**src/rtl/mcode_seq.sv**
```systemverilog
// Microcode sequencer: holds IR/STATE and addresses a synchronous microcode ROM with {IR, STATE}.
// Latency: the ROM address is one step ahead, so a new microword appears every advancing cycle.
// Backpressure: EN=0 or RDY=0 freezes IR/STATE and re-reads the current word, so MI stays stable.
module mcode_seq #(
    parameter int               MCODE_W   = 55,
    parameter int               STC_LSB   = 44,
    parameter int               STATE_W   = 4,
    parameter int               OPC_W     = 8,
    parameter logic [OPC_W-1:0] RESET_OPC = '0,
    parameter logic [OPC_W-1:0] IRQ_OPC   = '0,
    parameter int               CNT_W     = 16
) (
    input  logic                     CLK,
    input  logic                     RST_N,
    input  logic                     EN,
    input  logic                     RDY,
    input  logic [OPC_W-1:0]         OPC_IN,
    input  logic                     IRQ_PEND,
    input  logic [2:0]               COND,
    output logic [OPC_W+STATE_W-1:0] ROM_ADDR,
    input  logic [MCODE_W-1:0]       ROM_DATA,
    output logic [MCODE_W-1:0]       MI,
    output logic                     MI_VALID,
    output logic [OPC_W-1:0]         IR,
    output logic [STATE_W-1:0]       STATE,
    output logic                     LAST_CYCLE,
    output logic                     SEQ_ERR,
    output logic [CNT_W-1:0]         INSN_CNT
);

    localparam logic [2:0] SC_NEXT    = 3'b000;
    localparam logic [2:0] SC_END     = 3'b001;
    localparam logic [2:0] SC_SKIP0   = 3'b010;
    localparam logic [2:0] SC_SKIP1   = 3'b011;
    localparam logic [2:0] SC_SKIP2   = 3'b100;
    localparam logic [2:0] SC_HOLD    = 3'b101;
    localparam logic [2:0] SC_RESTART = 3'b110;

    logic [OPC_W-1:0]   ir_q;
    logic [STATE_W-1:0] state_q;
    logic               mi_valid_q;
    logic               seq_err_q;
    logic [CNT_W-1:0]   insn_cnt_q;

    logic [2:0]         sc;
    logic               adv;
    logic [OPC_W-1:0]   ir_nxt;
    logic [STATE_W-1:0] state_nxt;
    logic [STATE_W:0]   step;
    logic [STATE_W:0]   step_sum;
    logic               is_end;
    logic               ovf;

    assign sc  = ROM_DATA[STC_LSB+2:STC_LSB];
    assign adv = mi_valid_q & EN & RDY;

    // Sequencer registers; only an advancing cycle moves IR/STATE, so END under stall is deferred
    always_ff @(posedge CLK or negedge RST_N) begin
        if (!RST_N) begin
            ir_q       <= RESET_OPC;
            state_q    <= '0;
            mi_valid_q <= 1'b0;
            seq_err_q  <= 1'b0;
            insn_cnt_q <= '0;
        end else begin
            mi_valid_q <= 1'b1;
            if (adv) begin
                ir_q    <= ir_nxt;
                state_q <= state_nxt;
                if (is_end) begin
                    insn_cnt_q <= insn_cnt_q + CNT_W'(1);
                end
                if (ovf) begin
                    seq_err_q <= 1'b1;
                end
            end
        end
    end

    // Next-step decode of the state-control field; the carry out of the STATE_W-bit add flags overflow
    always_comb begin
        ir_nxt    = ir_q;
        state_nxt = state_q;
        is_end    = 1'b0;
        ovf       = 1'b0;
        step      = '0;
        step_sum  = '0;
        case (sc)
            SC_END: begin
                is_end    = 1'b1;
                state_nxt = '0;
                ir_nxt    = IRQ_PEND ? IRQ_OPC : OPC_IN;
            end
            SC_SKIP0:   step = COND[0] ? (STATE_W+1)'(2) : (STATE_W+1)'(1);
            SC_SKIP1:   step = COND[1] ? (STATE_W+1)'(2) : (STATE_W+1)'(1);
            SC_SKIP2:   step = COND[2] ? (STATE_W+1)'(2) : (STATE_W+1)'(1);
            SC_HOLD:    step = '0;
            SC_RESTART: state_nxt = '0;
            SC_NEXT:    step = (STATE_W+1)'(1);
            default:    step = (STATE_W+1)'(1);
        endcase
        if (step != '0) begin
            step_sum  = {1'b0, state_q} + step;
            state_nxt = step_sum[STATE_W-1:0];
            ovf       = step_sum[STATE_W];
        end
    end

    // Outputs: ROM runs one step ahead while advancing, otherwise re-reads the current word
    always_comb begin
        ROM_ADDR   = adv ? {ir_nxt, state_nxt} : {ir_q, state_q};
        MI         = mi_valid_q ? ROM_DATA : '0;
        LAST_CYCLE = mi_valid_q & (sc == SC_END);
        MI_VALID   = mi_valid_q;
        IR         = ir_q;
        STATE      = state_q;
        SEQ_ERR    = seq_err_q;
        INSN_CNT   = insn_cnt_q;
    end

endmodule

```
**config.mk**
```make
export PLATFORM = sky130hd
export DESIGN_NAME = mcode_seq
export DESIGN_NICKNAME = d
export VERILOG_FILES = /design/src/rtl/mcode_seq.sv
export SDC_FILE = /design/constraint.sdc
export NUM_CORES = 1
export LEC_CHECK = 0
export ABC_AREA = 1
export CORE_AREA = 2 2 96 70
export DETAILED_ROUTE_END_ITERATION = 10
export DIE_AREA = 0 0 98 72
export MAX_ROUTING_LAYER = met4
export PLACE_DENSITY_LB_ADDON = 0.15
export SLEW_MARGIN = 20
export SYNTH_ARGS = -nofsm -noshare
export SYNTH_HDL_FRONTEND = slang
export SYNTH_SLANG_ARGS = --single-unit
```
**constraint.sdc**
```tcl
create_clock -name CLK -period 8.1 [get_ports CLK]
set_input_delay 2.025 -clock CLK [delete_from_list [all_inputs] [get_ports CLK]]
set_output_delay 2.025 -clock CLK [all_outputs]
set_load 0.05 [all_outputs]
```
; ---- Yosys cells after proc, flatten, opt, wreduce, memory -nomap -nowiden
; Cells that the tools add are included.
[totals]
ff_bits = 30
inputBits = 71
out_inout_bits = 98
[classes]
n_addsub = 2
eq_ne = 6
n_mux = 12
bitwise_logic = 3
reduce_logical = 5
[op_table]
columns = op, n
row1 = $mux W55, 1
row2 = $add A16 B1 Y16 const B, 1
row3 = $mux W8, 2
row4 = $mux W12, 1
row5 = $eq A3 B3 Y1 const B, 3
row6 = $mux W4, 2
row7 = $pmux W2 S4, 1
row8 = $eq A3 B2 Y1 const B, 2
row9 = $mux W2, 3
row10 = $add A4 B5 Y5, 1
row11 = $reduce_bool A5 Y1, 1
row12 = $reduce_and A2 Y1, 2
row13 = $and A1 B1 Y1, 3
row14 = $eq A3 B1 Y1 const B, 1
row15 = $reduce_or A3 Y1, 1
row16 = $mux W1, 2
row17 = $reduce_or A2 Y1, 1

; ---- Logic depth before layout (Yosys ltp)
; Gate-level depths: netlist of run 1.
[logic_depth]
depth_word = 6
depth_mapped = 13
mapped_depth_nobuf = 13

; ---- Least setup slack after synthesis of run 1
; Ideal clock, no wire load.
[synth_timing]
kind = input -> output
from = input ROM_DATA[46]
to = output ROM_ADDR[1]
t_arrival_ns = 3.600
t_required_ns = 6.075
slack_ns = 2.475
path_stages = 12
path_cell_list = inv_2 -> o21ai_0 -> nand2_1 -> nand2_1 -> nor2_1 -> inv_1 -> ha_1 -> inv_1 -> fa_1 -> nor2_1 -> nand2_1 -> nand2_1
[synth_between]
elab_chain_cells = 6
word_cells_on_any_way = 14
[synth_lines]
columns = item, line
row1 = start: declaration, 21  ; input logic [MCODE_W-1:0] ROM_DATA,
row2 = $eq A3 B1 Y1 / $eq A3 B3 Y1 (equally long branches), 88  ; case (sc)
row3 = $reduce_or A3 Y1 (no line), n/a
row4 = $pmux W2 S4, 88
row5 = $add A4 B5 Y5 / $reduce_bool A5 Y1 (equally long branches), "103, 102"
row6 = $mux W4 (*), 102  ; if (step != '0) begin
row7 = $mux W12 (*), 111  ; ROM_ADDR = adv ? {ir_nxt, state_nxt} : {ir_q, state_q};
row8 = end: declaration, 20  ; output logic [OPC_W+STATE_W-1:0] ROM_ADDR,
; Every way passes the cells marked *; elsewhere a longest branch is shown, timed or not.

; ---- Worst setup path after layout of run 1
; Same ends and word-level chain as after synthesis.

==> flow_summary.ini, run 1 <==
[worst_setup_path]
crit_path_max_fanout = 6
crit_top_cell = nand2_1
worst-path-buf-inv = 5
end_kind = output port
worst_ep_required_time_ns = 6.08
critPathSlowestCell = clkdlybuf4s50_1
rrSetupSlack_ns = 5.97
crit_family = buffers and inverters
worst_r2r_endpoint = INSN_CNT[8]
cpPeakStageDelay_ns = 0.84
worstSetupPathType = in2out
critPathArrivalTime_ns = 4.87
path_cells = clkdlybuf4s50_1 -> inv_2 -> o21ai_0 -> nand2_1 -> nand2_1 -> nor2_1 -> inv_1 -> ha_1 -> inv_1 -> fa_1 -> nor2_1 -> nand2_1 -> nand2_1 -> clkdlybuf4s50_1
r2r-start = MI_VALID
cp-start-kind = primary input
r2r_cells = 8

[synth]
synth_cell_types = 27
ys_ff_latch = 30
syn_nets = 414
syn-cell-area_um2 = 2150
synth.avg_cell_area_um2 = 6.34
yosys_warnings = 0
synth_top_area_share = 0.349
postSynthCellCount = 339
synth_top_area_cell = dfrtp_1
synth_top_cells_by_area = dfrtp_1, nand2_1, inv_1
ys_seq_area_frac = 0.349

[layout]
drive_gt1_frac = 0.0413
area_growth_pct = 86.2
antennaDiodeCount = 0
final_cell_count_no_fill = 586
fin_nets = 582
finalInstanceArea_um2 = 4000
final_core_util = 0.656

[floorplanning]
start_util = 0.352
die_h_um = 72
num_rows = 24
io_pins = 169
core_um2 = 6100
die_area_um2 = 7060
die_w_um = 98

[detailed_routing]
dr.pass1.iters = 7
routedWlPerCell_um = 11.5
viasPerCell = 4.26
drt_iter0_markers = 91
postRouteAntennaNets = 0
vias = 2499
drt-total-wl_um = 6750
drc = 0

[cts]
holdBufCountCts = 0
clock_latency_ns = 0.28
cts_resized = 0
postCtsSetupBuffers = 0
clkTransAtPathRegs_ns = 0.06
cts_tree = done
numCtsBuffers = 5
htree_levels = 2
cts-root-buf = clkbuf_8
clock_path_buffers = 2
cts.sinks = 30

[sta]
skew_ns = 0.00691
hold_violations = 0
finalSetupViolCount = 0
rsz0062_at_grt = no
period_needed_ns = 6.89
slew_viol_final = 0
max_freq_ghz = 0.145
fin_setup_tns_ns = 0
max_slew_margin = 0.632
fin_ws_ns = 1.21
finalCritPeriodShare = 0.851
worst_pin_slew_ns = 0.551

[power]
p_leak_nw = 2.18
clkPwrFrac = 0.168
p_int_mw = 0.391
switchingPower_mw = 0.368
ir_drop_mv = 0.172
seqPwrFrac = 0.266
swShare = 0.485
power.density_nw_per_um2 = 190
pwr-share-comb = 0.566

[worst_hold_path]
hp-class = reg2reg
min_from = SEQ_ERR
holdPathStages = 1
hold_path_end = SEQ_ERR

[outcome]
status = completed

[global_routing]
antenna_found_initial = 0
grt_pass1_vias = 2394
grt_pass1_wl_um = 11100
grt_start_max_net_pins = 59
gr-total-overflow = 0
grt_use_total = 0.198

[placement]
dpl.hpwl_um = 5460
place_congestion = 0.874
dpl_cell_area_um2 = 3910
dp.cells = 578
pre_cts_slack_ns = 1.22
numPortBuffers = 168

[flow_run]
drv_cap = 0
## worst max-delay path by stage
stage                       from     endpoint  slack (ns)  depth (start not counted)
finish              ROM_DATA[46]  ROM_ADDR[1]        1.21                         14
global route        ROM_DATA[46]  ROM_ADDR[1]        0.99                         14
CTS                 ROM_DATA[44]  ROM_ADDR[1]        1.22                         14
detailed placement  ROM_DATA[44]  ROM_ADDR[1]        1.22                         13
global placement    ROM_DATA[46]  ROM_ADDR[1]        1.32                         14
floorplan           ROM_DATA[46]  ROM_ADDR[1]        2.47                         12
## sequential cells by signal, indices dropped and copies added (netlist names)
| register | flops |
|---|---|
| INSN_CNT | 16 |
| STATE | 4 |
| MI_VALID | 1 |
| IR | 8 |
| SEQ_ERR | 1 |
## synthesized netlist by cell type
library cell and count:
a21oi_1 2, nor2_2 1, buf_1 1, dfrtp_1 30, nand4_1 4, xor2_1 11
conb_1 1, nand3_4 1, buf_2 3, inv_1 84, nor3_2 1, nand3_1 25
nor2_8 1, nand2_2 3, nand2_1 124, nor3b_1 1, nand3b_1 2, ha_1 3
inv_2 2, fa_1 1, nor3_1 5, nand3_2 1, o21ai_0 9, nor2_4 1
o21bai_1 1, clkbuf_1 5, nor2_1 16
## stage by stage
step	hold slack (ns)	total power, mW
after global placement	0.483	0.634
after detailed placement	0.467	0.636
after floorplan	0.778	0.472
final	0.498	0.760
after global routing	0.508	0.803
after CTS	0.496	0.766
## power groups by stage
stage | sequential (mW) | combinational, mW | clock (mW)
after floorplan | 0.291 | 0.181 | 0
after global placement | 0.204 | 0.430 | 0
after detailed placement | 0.205 | 0.431 | 0
after CTS | 0.202 | 0.433 | 0.131
after global routing | 0.207 | 0.457 | 0.139
final | 0.202 | 0.430 | 0.128
## cells by family (layout without fill, tap and decap cells)
kind of cell | count (synthesis) | count (layout) | synth area share
simple gates | 186 | 186 | 0.380
fa+ha+maj | 4 | 4 | 0.0268
buf+inv | 95 | 264 | 0.168
flops | 30 | 30 | 0.349
other cells | 1 | 1 | 0.00175
compound gates | 12 | 12 | 0.0291
xor+xnor | 11 | 11 | 0.0448
## worst reg2reg max path, cell delays in order (launching register included)
cell	delay, ns
dfrtp_1	0.32
buf_4	0.44
nand3_1	0.40
nor2_8	0.44
nand3_4	0.14
nor2_4	0.13
nand2_1	0.06
nand2_1	0.05
nand2_1	0.04
## placed cells by master, fill, tap and decap left out
cell type        instances
clkinvlp_4               1
nor2_1                  16
nand2_2                  3
clkbuf_8                 6
nor2_8                   1
nand3_4                  1
inv_1                   84
nand3_1                 25
nand4_1                  4
xor2_1                  11
nor2_4                   1
ha_1                     3
nand3b_1                 2
nor2_2                   1
nor3b_1                  1
nand3_2                  1
dfrtp_1                 30
a21oi_1                  2
o21ai_0                  9
nand2_1                124
nor3_1                   5
clkinv_2                 1
o21bai_1                 1
conb_1                   1
fa_1                     1
buf_4                    2
inv_2                    2
nor3_2                   1
clkdlybuf4s50_1        168
## metal layers
layer,global-route usage,wire (um),up-vias
li1,-,-,1327
met1,0.234,2890,1079
met2,0.349,3380,85
met3,0.0472,391,8
met4,0.0401,91,0
met5,-,0,-
## area by class of cell
class,instances,area (um2)
clock buffer,6,82.6
clock inverter,2,12.5
fill,544,2100
inverter,86,323
multi-input combinational,214,1040
sequential,30,751
tap,78,97.6
timing repair buffer,170,1700
Note: power is estimated with default switching activity, not from simulation.
==> run 2: changes to the inputs <==
--- a/config.mk
+++ b/config.mk
@@ -11,6 +11,7 @@
 export DIE_AREA = 0 0 98 72
 export MAX_ROUTING_LAYER = met4
 export PLACE_DENSITY_LB_ADDON = 0.15
+export SKIP_CTS_REPAIR_TIMING = 1
 export SLEW_MARGIN = 20
 export SYNTH_ARGS = -nofsm -noshare
 export SYNTH_HDL_FRONTEND = slang
==> results of run 2 <==
The final DEF is identical to that of run 1; final timing and power are the same.
==> run 3: changes to the inputs <==
--- a/config.mk
+++ b/config.mk
@@ -5,12 +5,12 @@
 export SDC_FILE = /design/constraint.sdc
 export NUM_CORES = 1
 export LEC_CHECK = 0
-export ABC_AREA = 1
-export CORE_AREA = 2 2 96 70
+export CAP_MARGIN = 20
+export CORE_AREA = 2 2 93 68
 export DETAILED_ROUTE_END_ITERATION = 10
-export DIE_AREA = 0 0 98 72
+export DIE_AREA = 0 0 95 70
 export MAX_ROUTING_LAYER = met4
-export PLACE_DENSITY_LB_ADDON = 0.15
+export PLACE_DENSITY = 0.93
 export SKIP_CTS_REPAIR_TIMING = 1
 export SLEW_MARGIN = 20
 export SYNTH_ARGS = -nofsm -noshare
==> run 3 against run 2 <==
Critical path depth down 3. Sequential power down 11%. Non-clock buffer count down 1. Utilization down 2.3 points. Synthesized area down 11%. Highest routed layer unchanged. Clock-buffer cell count up 2. Clock skew down 0.0013 ns. Flip-flop and latch count unchanged.
==> flow_summary.ini, run 3 <==
[outcome]
status = completed

[global_routing]
grt_pass1_wl_um = 10800
grt_start_max_net_pins = 60
grt_use_total = 0.212
gr-total-overflow = 0
grt.busiest_layer = met2
antenna_found_initial = 0
grt_use_met3 = 0.0378
met1_usage = 0.273
met2_usage = 0.353
grt_pass1_vias = 2162

[power]
power.density_nw_per_um2 = 165
p_leak_nw = 1.61
ir_drop_mv = 0.130

[placement]
place_congestion = 0.886
dpl.hpwl_um = 5410
pre_cts_slack_ns = 0.807
numPortBuffers = 168

[sta]
max_slew_margin = 0.547
worst_pin_slew_ns = 0.679
slew_viol_final = 0
max_freq_ghz = 0.136
fin_setup_tns_ns = 0
rsz0062_at_grt = no
finalSetupViolCount = 0
finalCritPeriodShare = 0.905
hold_violations = 0
skew_ns = 0.00565
period_needed_ns = 7.33
fin_ws_ns = 0.766

[synth]
synth_top_family_by_area = simple AND/OR/NAND/NOR gates
synth_cell_types = 36
ys_seq_area_frac = 0.395
synth.avg_cell_area_um2 = 8.72
synth_fa_ha_area_frac = 0.0303
synth_top_area_cell = dfrtp_1
ys_ff_latch = 30
postSynthCellCount = 218
synth_mux_area_frac = 0
yosys_warnings = 0
synth_top_cells_by_area = dfrtp_1, and2_1, nand2_1
async_flop_share = 1.00
synth-compound-area-share = 0.0770
ys_top_cells_by_count = and2_1, nand2_1, dfrtp_1
synth_edf_count = 0
synth_top_area_share = 0.395
synth_most_common_cell = and2_1
syn-cell-area_um2 = 1900
synthXorXnorAreaFrac = 0.0730
ys.flop_type = dfrtp_1
syn_nets = 293
synth_simple_gate_area_share = 0.381

[detailed_routing]
drc = 0
postRouteAntennaNets = 0
vias = 2092
drt_iter0_markers = 88
drt-total-wl_um = 6700
viasPerCell = 4.54
routedWlPerCell_um = 14.5
dr.pass1.iters = 4

[floorplanning]
die_h_um = 70
start_util = 0.321
io_pins = 169
die_area_um2 = 6650
num_rows = 24
die_w_um = 95
core_um2 = 5920

[cts]
cts.sinks = 30
htree_levels = 2
cts_tree = done
clock_path_buffers = 2
clkTransAtPathRegs_ns = 0.06
clock_latency_ns = 0.27
cts-root-buf = clkbuf_8
numCtsBuffers = 5

[layout]
antennaDiodeCount = 0
largest_reg_flops = 16
fin_nets = 457
layout_common_cells = clkdlybuf4s50_1, and2_1, nand2_1
mostFrequentLayoutCell = clkdlybuf4s50_1
drive_gt1_frac = 0.0392
fillers = 499
area_growth_pct = 97.0

[worst_setup_path]
worst_ep_required_time_ns = 6.08
cp-start-kind = primary input
end_kind = output port
critPathArrivalTime_ns = 5.31
worstSetupPathType = in2out
crit_path_max_fanout = 16

[flow_run]
drv_cap = 0

[worst_hold_path]
hp-class = reg2reg
## run 3: changes by cell type after synthesis, sizes merged, moves of 4 or more
cell	previous run	this run
nand2	127	31
inv	86	7
and2	0	55
nand3	27	7
nor2	19	7
and3	0	8
xnor2	0	8
nand3b	2	8
nor3	6	1
clkbuf	5	9
xor2	11	7
## run 3: final cells by class
cell class	instances	area [um2]	share of cell area
Tap cell	78	97.6	0.0261
Clock buffer	8	110	0.0294
Timing Repair Buffer	169	1690	0.451
Multi-Input combinational cell	169	1070	0.286
Sequential cell	30	752	0.201
Inverter	7	26.3	0.00701
## run 3: worst max-delay path: stages
cell and delay (ns):
clkdlybuf4s50_1 0.78, nor2_1 0.10, a31oi_1 0.17, o21a_1 0.18, inv_1 0.06, ha_1 0.27, a21o_1 0.19, a32oi_1 0.19
o21ai_0 0.10, a221oi_1 0.37, clkdlybuf4s50_1 0.88
## run 3: power by group
part	total, mW	switching (mW)	internal (mW)	leakage [nW]
registers	0.179	0.0155	0.163	0.396
logic	0.300	0.186	0.114	1.15
clock network	0.140	0.0546	0.0857	0.0575
total	0.619	0.256	0.363	1.61
## run 3: kinds of logic (layout without fill, tap and decap cells)
logic type	Yosys count	count (layout)
simple gates	127	127
xor+xnor	15	15
other cells	1	1
fa+ha+maj	4	4
compound gates	22	22
buf+inv	19	184
flops	30	30
## run 3: layer usage
metal | share of wire | routed length [um]
met5 | 0 | 0
met4 | 0.0051 | 34
met3 | 0.050 | 334
met2 | 0.50 | 3380
met1 | 0.44 | 2950
## run 3: per-stage QoR
stage / power (mW) / utilization / hold WS [ns] / cell area [um2] / cells
floorplan: 0.357 / - / 0.750 / 1900 / 218
CTS: 0.624 / 0.633 / 0.472 / 3740 / 461
detailed placement: 0.481 / 0.614 / 0.461 / 3630 / 453
global route: 0.648 / 0.633 / 0.516 / 3750 / 461
global placement: 0.477 / 0.614 / 0.455 / 3630 / 453
finish: 0.619 / 0.633 / 0.466 / 3750 / 461
## run 3: worst paths after layout
check	from	to	slack [ns]	cells past startpoint
setup / recovery	ROM_DATA[45]	ROM_ADDR[3]	0.77	11
hold / removal	INSN_CNT[15]	INSN_CNT[15]	0.47	1
setup reg to reg	MI_VALID	INSN_CNT[4]	6.08	4
hold reg to reg	INSN_CNT[15]	INSN_CNT[15]	0.47	1
max in group asynchronous	RST_N	MI_VALID	5.64	2
min in group asynchronous	RST_N	IR[4]	2.16	2
